`config.mk`:
```
export PLATFORM = sky130hd
export DESIGN_NAME = missile_pool_ctl
export DESIGN_NICKNAME = d
export VERILOG_FILES = /design/src/rtl/missile_pool_ctl.sv
export SDC_FILE = /design/constraint.sdc
export NUM_CORES = 1
export LEC_CHECK = 0
export BUFFER_PORTS_ARGS = -buffer_cell sky130_fd_sc_hd__buf_2
export CAP_MARGIN = 5
export CELL_PAD_IN_SITES_DETAIL_PLACEMENT = 0
export CELL_PAD_IN_SITES_GLOBAL_PLACEMENT = 2
export CORE_ASPECT_RATIO = 0.9
export CORE_UTILIZATION = 34
export DETAILED_ROUTE_END_ITERATION = 16
export PLACE_DENSITY_LB_ADDON = 0.05
export SYNTH_ARGS = -nofsm -noshare
export SYNTH_HDL_FRONTEND = slang
export SYNTH_SLANG_ARGS = --single-unit
```
`constraint.sdc`:
```
create_clock -name pclk -period 3.1 [get_ports pclk]
set_clock_uncertainty 0.05 [all_clocks]
set_input_delay 0.93 -clock pclk [delete_from_list [all_inputs] [get_ports pclk]]
set_output_delay 0.93 -clock pclk [all_outputs]
set_load 0.02 [all_outputs]
```
`src/rtl/missile_pool_ctl.sv`:
```
// Missile pool controller: round-robin slot allocation, per-frame movement and retirement of player missiles.
// Optional macro AUTOFIRE_EN: holding fire re-arms a shot on every frame tick (rate limited by COOLDOWN).
module missile_pool_ctl #(
    parameter int unsigned SLOTS    = 4,
    parameter int unsigned Y_START  = 680,
    parameter int unsigned Y_MIN    = 0,
    parameter int unsigned SPEED    = 4,
    parameter int unsigned X_OFFSET = 30,
    parameter int unsigned COOLDOWN = 8
) (
    input  logic                  pclk,
    input  logic                  rst,
    input  logic                  vsync_in,
    input  logic                  fire,
    input  logic [11:0]           xpos_in,
    input  logic [SLOTS-1:0]      hit_in,
    output logic [SLOTS-1:0]      on_out,
    output logic [12*SLOTS-1:0]   xpos_out,
    output logic [12*SLOTS-1:0]   ypos_out,
    output logic                  full_out,
    output logic [7:0]            shots_out
);

    localparam int unsigned POS_W = 12;
    localparam int unsigned IDX_W = (SLOTS > 1) ? $clog2(SLOTS) : 1;
    localparam int unsigned CD_W  = (COOLDOWN > 0) ? $clog2(COOLDOWN + 1) : 1;

    localparam logic [POS_W-1:0] RETIRE_LIM = POS_W'(Y_MIN + SPEED);
    localparam logic [POS_W-1:0] SPEED_V    = POS_W'(SPEED);
    localparam logic [POS_W-1:0] Y_START_V  = POS_W'(Y_START);
    localparam logic [POS_W-1:0] X_OFF_V    = POS_W'(X_OFFSET);
    localparam logic [CD_W-1:0]  COOL_V     = CD_W'(COOLDOWN);
    localparam logic [IDX_W-1:0] LAST_IDX   = IDX_W'(SLOTS - 1);

    typedef enum logic [1:0] {
        S_IDLE  = 2'd0,
        S_MOVE  = 2'd1,
        S_ALLOC = 2'd2
    } state_t;

    state_t                 state_q, state_d;
    logic [IDX_W-1:0]       idx_q, idx_d;
    logic [IDX_W-1:0]       ptr_q, ptr_d;
    logic [CD_W-1:0]        cd_q, cd_d;
    logic                   pending_q, pending_d;
    logic [7:0]             shots_q, shots_d;
    logic [SLOTS-1:0]       on_q, on_d;
    logic [POS_W-1:0]       xpos_q [SLOTS];
    logic [POS_W-1:0]       xpos_d [SLOTS];
    logic [POS_W-1:0]       ypos_q [SLOTS];
    logic [POS_W-1:0]       ypos_d [SLOTS];
    logic                   vsync_d_q;
    logic                   fire_d_q;
    logic                   tick_q;

    logic [IDX_W-1:0]       sel_c;
    logic                   found_c;
    logic                   fire_edge_c;

    assign fire_edge_c = fire & ~fire_d_q;

    // First free slot at or after the round-robin pointer, wrapping.
    always_comb begin
        sel_c   = '0;
        found_c = 1'b0;
        for (int k = 0; k < int'(SLOTS); k++) begin
            if (!found_c && !on_q[IDX_W'((int'(ptr_q) + k) % int'(SLOTS))]) begin
                found_c = 1'b1;
                sel_c   = IDX_W'((int'(ptr_q) + k) % int'(SLOTS));
            end
        end
    end

    always_comb begin
        state_d   = state_q;
        idx_d     = idx_q;
        ptr_d     = ptr_q;
        cd_d      = cd_q;
        pending_d = pending_q;
        shots_d   = shots_q;
        on_d      = on_q;
        xpos_d    = xpos_q;
        ypos_d    = ypos_q;

        case (state_q)
            S_IDLE: begin
                if (tick_q) begin
                    idx_d   = '0;
                    state_d = S_MOVE;
                    if (cd_q != '0) begin
                        cd_d = cd_q - 1'b1;
                    end
                end
            end
            S_MOVE: begin
                if (on_q[idx_q]) begin
                    if (ypos_q[idx_q] < RETIRE_LIM) begin
                        on_d[idx_q] = 1'b0;
                    end else begin
                        ypos_d[idx_q] = ypos_q[idx_q] - SPEED_V;
                    end
                end
                if (idx_q == LAST_IDX) begin
                    state_d = S_ALLOC;
                end else begin
                    idx_d = idx_q + 1'b1;
                end
            end
            S_ALLOC: begin
                state_d   = S_IDLE;
                pending_d = 1'b0;
            end
            default: state_d = S_IDLE;
        endcase

        // A hit kills an active slot and cancels its pending move this cycle.
        for (int i = 0; i < int'(SLOTS); i++) begin
            if (hit_in[i] && on_q[i]) begin
                on_d[i]   = 1'b0;
                ypos_d[i] = ypos_q[i];
            end
        end

        // Allocation targets a free slot, so it always wins over a same-cycle hit.
        if (state_q == S_ALLOC && pending_q && cd_q == '0 && found_c) begin
            on_d[sel_c]   = 1'b1;
            xpos_d[sel_c] = xpos_in + X_OFF_V;
            ypos_d[sel_c] = Y_START_V;
            ptr_d         = (sel_c == LAST_IDX) ? '0 : sel_c + 1'b1;
            cd_d          = COOL_V;
            if (shots_q != 8'hFF) begin
                shots_d = shots_q + 8'd1;
            end
        end

        if (fire_edge_c) begin
            pending_d = 1'b1;
        end
`ifdef AUTOFIRE_EN
        if (state_q == S_IDLE && tick_q && fire) begin
            pending_d = 1'b1;
        end
`endif
    end

    always_ff @(posedge pclk or negedge rst) begin
        if (!rst) begin
            state_q   <= S_IDLE;
            idx_q     <= '0;
            ptr_q     <= '0;
            cd_q      <= '0;
            pending_q <= 1'b0;
            shots_q   <= '0;
            on_q      <= '0;
            vsync_d_q <= 1'b0;
            fire_d_q  <= 1'b0;
            tick_q    <= 1'b0;
            for (int i = 0; i < int'(SLOTS); i++) begin
                xpos_q[i] <= '0;
                ypos_q[i] <= '0;
            end
        end else begin
            state_q   <= state_d;
            idx_q     <= idx_d;
            ptr_q     <= ptr_d;
            cd_q      <= cd_d;
            pending_q <= pending_d;
            shots_q   <= shots_d;
            on_q      <= on_d;
            vsync_d_q <= vsync_in;
            fire_d_q  <= fire;
            tick_q    <= vsync_in & ~vsync_d_q;
            xpos_q    <= xpos_d;
            ypos_q    <= ypos_d;
        end
    end

    // Pack slot registers onto the flat output buses.
    always_comb begin
        xpos_out = '0;
        ypos_out = '0;
        for (int i = 0; i < int'(SLOTS); i++) begin
            xpos_out[12*i +: 12] = xpos_q[i];
            ypos_out[12*i +: 12] = ypos_q[i];
        end
    end

    assign on_out    = on_q;
    assign shots_out = shots_q;
    assign full_out  = &on_q;

endmodule

```
### Word-level counts from Yosys, hierarchy flattened

Index checks and enable logic that the tools add are counted.

| storage, ports and cells | value |
|---|---|
| bits in registers | 122 |
| input port bits | 20 |
| output and inout port bits | 109 |
| logic and storage cells | 156 |

| operators by class | value |
|---|---|
| $add $sub $neg | 9 |
| $lt $le $gt $ge | 13 |
| equality and inequality tests | 8 |
| multiplexer cells | 64 |
| bitwise operators | 12 |
| reductions and logical operators | 32 |

Operators by type and width:

| operator | count |
|---|---|
| $mux W48 | 4 |
| $bwmux W48 | 2 |
| $mux W12 | 8 |
| $demux W12 S2 | 2 |
| $and A32 B32 Y32 | 1 |
| $mux W4 | 8 |
| $not A32 Y32 | 1 |
| $bmux W12 S2 | 1 |
| $mux W1 | 21 |
| $mux W2 | 9 |
| $lt A2 B4 Y1 const B | 4 |
| $or A16 B16 Y16 | 1 |
| $logic_and A1 B1 Y1 | 14 |
| $add A12 B5 Y12 const B | 1 |
| $lt A12 B3 Y1 const B | 1 |
| $sub A12 B3 Y12 const B | 1 |
| $bmux W1 S2 | 5 |
| $reduce_bool A2 Y1 | 5 |
| $add A8 B1 Y8 const B | 1 |
| $ne A8 B8 Y1 const B | 1 |
| $pmux W2 S2 | 2 |
| $add A2 B1 Y2 const B | 3 |
| $eq A2 B2 Y1 const B | 3 |
| $ge A3 B3 Y1 const B | 2 |
| other kinds (21) | 37 |

### Depth between registers and ports, before layout

| depth | value |
|---|---|
| word-level depth | 21 |
| mapped depth | 11 |
| depth with buffers taken out | 10 |

### Least setup slack after synthesis

OpenSTA, ideal clock, no wires.

| path | value |
|---|---|
| path type | register -> register |
| from | register idx_q[1] |
| to | register ypos_q (netlist bit ypos_out[8]) |
| library setup time | 0.094 ns |
| data arrival time | 2.499 ns |
| data required time | 2.956 ns |
| slack | 0.458 ns |
| stages on the path, launching flop included | 11 |
| buffers on the path | 3 |
| period minus slack after synthesis | 2.642 ns |
| cell sequence | dfrtp_1 -> buf_4 -> buf_2 -> mux4_2 -> inv_1 -> ha_1 -> and4_1 -> o211ai_1 -> clkbuf_1 -> a21oi_1 -> a211oi_1 |

RTL lines:

| what | RTL line | source |
|---|---|---|
| start, declared | 42 | `logic [IDX_W-1:0] idx_q, idx_d;` |
| start signal, assigned | 164 | `idx_q <= idx_d;` |
| end signal, assigned | 174 | `ypos_q <= ypos_d;` |
| end, declared | 50 | `logic [POS_W-1:0] ypos_q [SLOTS];` |

==> key figures <==
Global routing
  • Initial antenna violation count: 0
  • GRT Overall Usage: between 20% and 30%
  • Congestion Overflow GR: 0
  • First-pass GRT wire length: 28400 µm
  • Vias in the first global route: 4805
  • Largest net degree at the start of global routing: 46

Clock tree
  • H-tree Lvls: 4
  • Clk buf depth: 2
  • Clock Latency Late Sink: 420 ps
  • Cts hold-fix bufs: 0
  • Num CTS Buffers: 17
  • CTS sink count: 122
  • CTS tree: built
  • Clk slew on worst S/H paths: approximately 50 ps
  • Root buffer cell: clkbuf_16
  • Post-CTS setup buffers: 0

Setup path
  • Data arrival time of the worst path: 3160 ps
  • FF-to-FF End: ypos_out[11]$_DFF_PN0_
  • CP startpoint kind: register
  • WS Path Type: register to register
  • Crit Path Max Fanout: 36
  • Worst R2R Setup Slack: 200 ps
  • Critical Path RT: 3350 ps
  • Worst setup EP type: register
  • Cell count of the worst reg-to-reg path: 9
  • R2R Path Start: idx_q[0]$_DFFE_PN0P_

Yosys
  • Synth Area in Simple Gates: 13.9%
  • Synthesized Nets: 589
  • Xor/xnor share of the synthesized area: under 10%
  • Largest family of logic cells by synthesized area: compound AO/OA/AOI/OAI gates
  • Async S/R FF share, synth: 100%
  • Mean post-synth cell area: 10.4 µm²
  • Ys Warns: 0
  • Post-synth EDFFs: 0
  • Seq/Total Area, Yosys: 52.7%
  • #FFs+latches synth: approximately 120
  • Yosys cell types: 50
  • Main flop type after synthesis: dfrtp_1
  • Compound-Gate Fraction of Synth Area: 16.5%
  • Multiplexer share of the synthesized area: 6.91%
  • Synth Area in Adders: 2.81%
  • Post-synthesis cell area: between 5000 and 6000 µm²
  • Cells after Synth: around 560

Worst hold path
  • Hold endpoint: tick_q$_DFF_PN0_
  • Tightest Hold Check Type: register to register
  • Hold path start: vsync_d_q$_DFF_PN0_
  • Hold Path Depth: 1

STA
  • Setup TNS Final: 0 ps
  • Tcrit/Tclk final: 93.6%
  • Hold_ws: 339 ps
  • Fmax: approximately 340 MHz
  • Final setup fails: 0
  • Post-route minimum period: 2900 ps
  • Hold Vio Cnt, Final: 0
  • RSZ-0062 raised after global routing: false
  • Slew margin rel.: 52.0%
  • Slew Limit Fails: 0
  • Tightest Pin Transition: 715 ps

Detailed routing
  • Routed WL: 17800 µm
  • DRT antenna net count: 0
  • Post-DR vias/cell: 5.37
  • Per-cell routed wire length: 19.4 µm
  • Via Count: 4928
  • DR pass1 iterations: 4
  • DRC: 0
  • Iteration-0 DRC Markers: 419

Floorplanning
  • Initial Utilization: 35.3%
  • Core area: 16400 µm²
  • Die W: 140 µm
  • I/O pins: 129
  • Die Y: roughly 130 µm
  • Die area: 17600 µm²
  • Placement Rows: 44

Power and ir drop
  • Lkg Pwr: 3.52 nW
  • Power Total: 6.19 mW
  • Largest voltage drop on the vdd net: between 0.3 and 0.4 mV
  • Power density over the cells: 842 nW/µm²

Finish
  • Non-Filler Instances: 917
  • Area grow syn2layout: 26.9%
  • # diodes: 0
  • FILL cells: 1625
  • Nets@finish: between 700 and 800
  • Share of post-route cells with drive strength above 1: 26.9%
  • Post-route cell area: 7350 µm²

Place
  • Final Wtd Congestion: 0.807
  • DP HPWL: 12700 µm
  • DP Area: 6740 µm²
  • IO buf count: around 130
  • Placed cell count: 885

Run status
  • Outcome: finished clean

Run
  • Max_cap viols: 0
## cell families (layout without fill, tap and decap cells)
kind of cell,count (synthesis),after routing
and+or+nand+nor,168,168
AOI/OAI and AO/OA,162,162
DFF,122,122
buffers and inverters,47,201
xor gates and xnor gates,24,24
muxes,20,20
adders and majority gates,13,13
## flip-flops by register name, summed over array words and instances, names as in the netlist
name	cells
state_q	2
on_out	4
idx_q	2
tick_q	1
ypos_out	48
xpos_out	48
pending_q	1
fire_d_q	1
ptr_q	2
cd_q	4
vsync_d_q	1
shots_out	8
## how the worst max path moves through the flow
stage                         startpoint                     end  slack, ps  depth (start not counted)
floorplan           idx_q[1]$_DFFE_PN0P_   ypos_out[8]$_DFF_PN0_        460                         10
global placement    idx_q[0]$_DFFE_PN0P_  ypos_out[11]$_DFF_PN0_        190                          9
detailed placement  idx_q[0]$_DFFE_PN0P_  ypos_out[11]$_DFF_PN0_        160                          9
CTS                 idx_q[0]$_DFFE_PN0P_  ypos_out[11]$_DFF_PN0_        140                          9
global route        idx_q[0]$_DFFE_PN0P_   ypos_out[8]$_DFF_PN0_         50                          9
finish              idx_q[0]$_DFFE_PN0P_  ypos_out[11]$_DFF_PN0_        200                          9
## cells in the final DEF (no fill, tap or decap), types with 3 or more instances in the layout
cell and count:
mux4_2 4, dfrtp_1 121, nor3_1 11, xnor2_1 12
mux2i_1 4, clkbuf_1 4, clkinv_2 3, inv_1 17
clkbuf_16 17, o311ai_0 4, bufinv_16 3, mux2_2 3
a21oi_1 44, mux4_1 9, nand4_1 8, a211oi_1 26
ha_1 13, o21ai_0 70, a311o_1 4, buf_2 127
nor2_1 17, and2_1 4, and4_1 4, nand2_1 79
clkbuf_8 4, and3_1 10, xor2_1 12, buf_4 24
nand3_1 23
## metal layers
layer	wire [µm]	track usage, %	vias to the layer above
li1	-	-	2300
met1	8320	29.4	2456
met2	8340	33.2	159
met3	1010	5.78	13
met4	167	5.75	0
met5	0	0	-
## report_power, final
part | leakage [nW] | switching, mW | internal (mW) | total [mW]
Clock | 0.297 | 0.701 | 1.35 | 2.05
Combinational | 1.83 | 1.16 | 0.736 | 1.90
Sequential | 1.39 | 0.316 | 1.93 | 2.25
## layout make-up
type                    count  area [µm²]  area share [%]
inverters                  17        63.8           0.868
flip-flops and latches    122        3050            41.5
well taps                 207         259            3.52
multi-input cells         387        2530            34.4
clock inverters             7         113            1.53
clock buffers              25         495            6.74
repair buffers            152         836            11.4
## critical path, stage by stage, from the launching register on
cell,delay (ps)
dfrtp_2,490
mux4_2,470
inv_1,70
ha_1,240
and4_1,210
buf_4,140
o211ai_1,290
buf_4,420
a21oi_1,120
a211oi_1,280
## synthesized netlist by cell type, types with 2 or more instances
| library cell | n | area, µm² |
|---|---|---|
| o21a_1 | 2 | 15.0 |
| nand2b_1 | 2 | 12.5 |
| xor2_1 | 12 | 105 |
| clkbuf_1 | 20 | 75.1 |
| nor3_1 | 11 | 55.1 |
| and4_1 | 4 | 35.0 |
| a21oi_1 | 44 | 220 |
| nor2b_1 | 2 | 12.5 |
| dfrtp_1 | 122 | 3050 |
| mux2_2 | 3 | 33.8 |
| a311o_1 | 4 | 40.0 |
| nand4_1 | 8 | 50.1 |
| mux4_1 | 9 | 236 |
| mux4_2 | 4 | 90.1 |
| o311ai_0 | 4 | 35.0 |
| ha_1 | 13 | 163 |
| and2_1 | 4 | 25.0 |
| xnor2_1 | 12 | 105 |
| inv_1 | 17 | 63.8 |
| a22o_1 | 2 | 17.5 |
| nand2_1 | 79 | 297 |
| and3_1 | 10 | 62.6 |
| mux2i_1 | 4 | 40.0 |
| o21ai_0 | 70 | 350 |
| or3_1 | 2 | 12.5 |
| nand3_1 | 23 | 115 |
| nor2_1 | 17 | 63.8 |
| buf_2 | 5 | 25.0 |
| a211oi_1 | 26 | 195 |
## repair_timing
item | 4_1_cts | 5_1_grt
gates resized for setup | 0 | 1
endpoints found under the hold margin | 0 | 0
setup endpoints to repair | 0 | 23
## through the flow
step / util [%] / setup slack [ps]
6_report: 44.8 / 200
5_1_grt: 44.8 / 45.3
4_1_cts: 44.8 / 141
3_5_place_dp: 41.1 / 159
3_3_place_gp: 41.1 / 193
2_1_floorplan: - / 458
Note: power is estimated with default switching activity, not from simulation.
